==> src/rtl/edp_pkg.sv <==
// Shared encodings for the EDP multiply/divide sequencer: MQ shift codes,
// AD function codes packed as {cin,bool,sel}, AD mux selects and FSM states.
package edp_pkg;

  localparam logic [1:0] USR_LOAD = 2'b00;
  localparam logic [1:0] USR_SHL  = 2'b01;
  localparam logic [1:0] USR_SHR  = 2'b10;
  localparam logic [1:0] USR_HOLD = 2'b11;

  localparam logic [5:0] AD_APLUSB  = 6'b000110;
  localparam logic [5:0] AD_AMINUSB = 6'b101001;
  localparam logic [5:0] AD_A       = 6'b011111;

  localparam logic [1:0] ADA_AR  = 2'b00;
  localparam logic [1:0] ADB_BR  = 2'b10;
  localparam logic [1:0] MQM_SHR = 2'b10;
  localparam logic [1:0] MQM_IDLE = 2'b00;

  typedef enum logic [2:0] {
    S_IDLE,
    S_SETUP,
    S_STEP,
    S_FIXUP,
    S_DONE
  } seq_state_t;

endpackage

==> src/rtl/edp_step_ctr.sv <==
// Loadable down-counter for the sequencer iteration count; saturates at zero
// and flags zero / one so the FSM can pick its exit on the last step.
module edp_step_ctr #(
  parameter int STEPW = 6
) (
  input  logic             clk,
  input  logic             rst,
  input  logic             clr_i,
  input  logic             load_i,
  input  logic             dec_i,
  input  logic [STEPW-1:0] load_val_i,
  output logic [STEPW-1:0] cnt_o,
  output logic             zero_o,
  output logic             one_o
);

  logic [STEPW-1:0] cnt_q, cnt_d;

  always_comb begin
    cnt_d = cnt_q;
    if (clr_i)
      cnt_d = '0;
    else if (load_i)
      cnt_d = load_val_i;
    else if (dec_i && (cnt_q != '0))
      cnt_d = cnt_q - STEPW'(1);
  end

  always_ff @(posedge clk or posedge rst) begin
    if (rst)
      cnt_q <= '0;
    else
      cnt_q <= cnt_d;
  end

  assign cnt_o  = cnt_q;
  assign zero_o = (cnt_q == '0);
  assign one_o  = (cnt_q == STEPW'(1));

endmodule

==> src/rtl/edp_muldiv_seq.sv <==
// Microcode-started sequencer driving EDP controls for shift-add multiply and
// non-restoring divide; owns AD/AR/ARX/MQ controls while busy.
module edp_muldiv_seq
  import edp_pkg::*;
#(
  parameter int STEPW     = 6,
  parameter int DIV_FIXUP = 1
) (
  input  logic             clk,
  input  logic             reset,
  input  logic             start,
  input  logic             op,
  input  logic [STEPW-1:0] stepCount,
  input  logic             abort,
  input  logic             mq35,
  input  logic             adCry0,
  output logic             busy,
  output logic             done,
  output logic             divOvf,
  output logic [3:0]       ADsel,
  output logic             ADbool,
  output logic             ADcin,
  output logic [1:0]       ADAsel,
  output logic [1:0]       ADBsel,
  output logic             ARload,
  output logic             ARXload,
  output logic [1:0]       MQsel,
  output logic [1:0]       MQMsel,
  output logic             MQMen,
  output logic [STEPW-1:0] stepCnt
);

  seq_state_t state_q, state_d;
  logic op_q, op_d;
  logic neg_q, neg_d;
  logic ovf_q, ovf_d;
  logic cnt_clr, cnt_load, cnt_dec, cnt_zero, cnt_one;
  logic [5:0] ad_fn;

  edp_step_ctr #(.STEPW(STEPW)) u_ctr (
    .clk        (clk),
    .rst        (reset),
    .clr_i      (cnt_clr),
    .load_i     (cnt_load),
    .dec_i      (cnt_dec),
    .load_val_i (stepCount),
    .cnt_o      (stepCnt),
    .zero_o     (cnt_zero),
    .one_o      (cnt_one)
  );

  always_comb begin
    state_d  = state_q;
    op_d     = op_q;
    neg_d    = neg_q;
    ovf_d    = ovf_q;
    cnt_clr  = 1'b0;
    cnt_load = 1'b0;
    cnt_dec  = 1'b0;
    busy     = 1'b0;
    done     = 1'b0;
    ad_fn    = AD_A;
    ARload   = 1'b0;
    ARXload  = 1'b0;
    MQsel    = USR_HOLD;
    MQMsel   = MQM_IDLE;
    MQMen    = 1'b0;

    // A kill leaves every control at its idle value for the abort cycle itself.
    if ((state_q != S_IDLE) && abort) begin
      state_d = S_IDLE;
      ovf_d   = 1'b0;
      cnt_clr = 1'b1;
    end else begin
      case (state_q)
        S_IDLE: begin
          if (start && !abort) begin
            state_d  = S_SETUP;
            op_d     = op;
            neg_d    = 1'b0;
            ovf_d    = 1'b0;
            cnt_load = 1'b1;
          end
        end
        S_SETUP: begin
          busy    = 1'b1;
          state_d = cnt_zero ? S_DONE : S_STEP;
          if (op_q) begin
            ad_fn = AD_AMINUSB;
            if (adCry0) begin
              ovf_d   = 1'b1;
              state_d = S_DONE;
            end
          end
        end
        S_STEP: begin
          busy    = 1'b1;
          cnt_dec = 1'b1;
          ARload  = 1'b1;
          if (op_q) begin
            ad_fn = neg_q ? AD_APLUSB : AD_AMINUSB;
            MQsel = USR_SHL;
            neg_d = ~adCry0;
          end else begin
            ad_fn   = mq35 ? AD_APLUSB : AD_A;
            ARXload = 1'b1;
            MQMen   = 1'b1;
            MQMsel  = MQM_SHR;
            MQsel   = USR_SHR;
          end
          if (cnt_one)
            state_d = (op_q && (DIV_FIXUP != 0) && neg_d) ? S_FIXUP : S_DONE;
        end
        S_FIXUP: begin
          busy    = 1'b1;
          ad_fn   = AD_APLUSB;
          ARload  = 1'b1;
          state_d = S_DONE;
        end
        S_DONE: begin
          busy    = 1'b1;
          done    = 1'b1;
          state_d = S_IDLE;
        end
        default: state_d = S_IDLE;
      endcase
    end
  end

  always_ff @(posedge clk or posedge reset) begin
    if (reset) begin
      state_q <= S_IDLE;
      op_q    <= 1'b0;
      neg_q   <= 1'b0;
      ovf_q   <= 1'b0;
    end else begin
      state_q <= state_d;
      op_q    <= op_d;
      neg_q   <= neg_d;
      ovf_q   <= ovf_d;
    end
  end

  assign {ADcin, ADbool, ADsel} = ad_fn;
  assign ADAsel = ADA_AR;
  assign ADBsel = ADB_BR;
  assign divOvf = ovf_q;

endmodule
==> config.mk <==
export PLATFORM = sky130hd
export DESIGN_NAME = edp_muldiv_seq
export DESIGN_NICKNAME = d
export VERILOG_FILES = /design/src/rtl/edp_pkg.sv /design/src/rtl/edp_step_ctr.sv /design/src/rtl/edp_muldiv_seq.sv
export SDC_FILE = /design/constraint.sdc
export NUM_CORES = 1
export LEC_CHECK = 0
export ABC_AREA = 1
export BUFFER_PORTS_ARGS = -buffer_cell sky130_fd_sc_hd__buf_4
export CAP_MARGIN = 10
export CORE_MARGIN = 3
export CORE_UTILIZATION = 40
export DETAILED_ROUTE_END_ITERATION = 10
export PLACE_DENSITY = 0.68
export SYNTH_ARGS = -nofsm -noshare
export SYNTH_HDL_FRONTEND = slang
export SYNTH_SLANG_ARGS = --single-unit
==> constraint.sdc <==
create_clock -name clk -period 1.6 [get_ports clk]
set_clock_uncertainty 0.2 [all_clocks]
set_input_delay 0.16 -clock clk [delete_from_list [all_inputs] [get_ports clk]]
set_output_delay 0.16 -clock clk [all_outputs]
set_load 0.05 [all_outputs]
==> flow_summary.toml <==
[outcome]
status = "finished, violations left"
failed_checks = "negative setup slack"

[logic_synthesis]
synthCells = 148
ys_seq_area_frac = 0.2923
synth_area_um2 = 1027
synth_warnings = 0
yosys-top-cells-area = "dfrtp_1, nand2_1, buf_4"
synth_area_leader_cell = "dfrtp_1"
postSynthAreaPerCell_um2 = 6.941
synth_cell_types = 30
yosys_register_bits = 12
synth_top_area_frac = 0.2923

[floorplanning]
fp.dieH_um = 56.68
die-area_um2 = 3212
coreArea_um2 = 2318
start_util = 0.4431
std_cell_rows = 17
io_pins = 39
die_w_um = 56.68

[final_layout]
diodes = 0
fin_nets = 223
fillers = 174
area_growth_pct = 67.72
layout_commonest_cell = "nand2_1"
regArea_um2 = 306.5
multiInputGateArea_um2 = 674.4
layout-drive-gt1-share = 0.4709
final_cell_mix = "nand2_1, buf_4, buf_6"

[worst_setup_path]
end_kind = "output port"
worst-endpoint-required_ns = 1.24
crit_fanout = 3
critPathMaxStageDelay_ns = 0.44
rrSetupSlack_ns = -0.03
critPathKind = "flop to output port"
crit_buf_inv = 2
cpLargestDelayFamily = "flip-flops"
worstPathArrival_ns = 1.54
worstSetupStartpointType = "flop"
cp_cell_sequence = "nor3_2, inv_2, o21a_1, nor2_4, buf_4"
slowest_stage = "dfrtp_1"

[routing]
post-route-drc-count = 0
routed_wl_um = 2805
drt-pass1-iter-count = 4
drt_iter0_drc = 16
vias_per_cell = 4.816
post_drt_wl_per_cell_um = 11.99
vias = 1127
ant_nets = 0

[global_routing]
grt_pass1_wl_um = 4774
antenna_found_initial = 0
globalRouteOverflowTotal = 0
grt_pass1_vias = 1085
grt_usage = 0.1873
grt_start_max_net_pins = 13

[clocking]
root_buffer = "clkbuf_4"
path_clk_slew_ns = 0.08
numCtsBuffers = 3
clkLatencyLatePin_ns = 0.27
clockBufferDepth = 2
htreeDepth = 1
cts_tree = "yes"
clock_sinks = 12

[sta]
hold_viol = 0
finalCriticalPeriod_ns = 1.901
setup_ws_ns = -0.3013
slew_violations = 0
hold_ws_ns = 0.1219
fmax_mhz = 526.0
rsz0062_at_grt = "yes"
setup_viol = 18
post-route-period-util = 1.188

[power]
p_leak_nw = 0.8702
p_per_area_nw_per_um2 = 1789
ir_drop_v = 0.001249
total_power_w = 0.003082

[worst_hold_path]
hold_class = "primary input to flop"

[placement]
place.port_buffers = 33
gp_congestion = 0.8078
hpwl_um = 2018

[run]
cap_violations = 0
## cell usage after synthesis
cell type,n
o21a_1,1
o21ai_1,1
inv_2,6
or2_2,1
a21oi_4,1
nand2_1,49
nor3_2,1
buf_2,1
nor3_1,2
nor2_1,11
xnor2_1,1
nand4_1,2
conb_1,2
nand3_1,11
buf_4,9
a21oi_1,3
o21ai_0,4
nand4_4,1
ha_1,3
a21boi_0,1
inv_1,12
nor2_2,2
nand2_4,1
nor2_4,3
o211ai_1,1
dfrtp_1,12
nand3_2,2
nand2_2,2
a31oi_1,1
nand3_4,1
## registers in the layout, indices dropped and copies added, names as in the netlist
signal,flops
u_ctr.cnt_o,6
divOvf,1
neg_q,1
op_q,1
state_q,3
## per-stage QoR
stage / instances / TNS [ns] / setup WS, ns / area [um2] / util
floorplan: 151 / -2.328 / -0.5743 / 1102 / -
global placement: 213 / 0 / 0.02676 / 1400 / 0.6039
detailed placement: 213 / -0.01244 / -0.006434 / 1400 / 0.6039
CTS: 230 / -3.013 / -0.2859 / 1602 / 0.6908
global route: 234 / -5.108 / -0.3912 / 1723 / 0.7431
finish: 234 / -3.130 / -0.3013 / 1723 / 0.7431
## per-layer routing
metal / up-vias / wire, um / track usage
met5: - / 0 / 0
met4: 0 / 40 / 0.07119
met3: 4 / 151 / 0.03218
met2: 40 / 1492 / 0.3416
met1: 516 / 1122 / 0.2135
li1: 567 / - / -
## what timing repair did
item	4_1_cts	5_1_grt
endpoints found under the hold margin	19	0
resized for setup	18	21
cloned	0	0
pin swaps	1	12
setup endpoints to repair	14	21
hold buffers	8	0
setup buffers	5	5
## power by group
part | internal, W | switching [W] | leakage (nW)
Combinational | 0.000910 | 0.00142 | 0.704
Clock | 0.0000965 | 0.000104 | 0.0150
Sequential | 0.000428 | 0.000124 | 0.151
Total | 0.00143 | 0.00165 | 0.870
## path summary, 6_finish.rpt
| kind | from | endpoint | depth (start not counted) |
|---|---|---|---|
| max in group asynchronous | reset | u_ctr.cnt_o[2]$_DFFE_PP0P_ | 3 |
| min in group asynchronous | reset | u_ctr.cnt_o[5]$_DFFE_PP0P_ | 3 |
| worst min-delay path | stepCount[1] | u_ctr.cnt_o[1]$_DFFE_PP0P_ | 7 |
| worst max register to register | state_q[2]$_DFFE_PP0P_ | u_ctr.cnt_o[5]$_DFFE_PP0P_ | 9 |
| worst min register to register | neg_q$_DFFE_PP0P_ | neg_q$_DFFE_PP0P_ | 2 |
| worst max-delay path | state_q[2]$_DFFE_PP0P_ | ADcin | 5 |
## worst min-delay path: stages
cell and delay (ns):
buf_4 0.11, inv_1 0.04, nand2_1 0.05, nand2_1 0.05, nor2_1 0.04, nand2_1 0.06
nand2_1 0.05
## cells by family after synthesis
group                      Yosys count  synth area share
other                                2          0.007311
AOI/OAI and AO/OA                   13           0.08283
and+or+nand+nor                     89            0.4361
buffers and inverters               28            0.1364
xor gates and xnor gates             1          0.008528
adders and majority gates            3           0.03654
DFF                                 12            0.2923
## cell type report
| cell class | count | share of cell area |
|---|---|---|
| tap | 28 | 0.02033 |
| inverter | 18 | 0.04430 |
| clock buffer | 4 | 0.01525 |
| timing repair buffer | 61 | 0.3508 |
| multi-input combinational | 111 | 0.3914 |
| sequential | 12 | 0.1779 |
(Power assumes the default switching activity.)
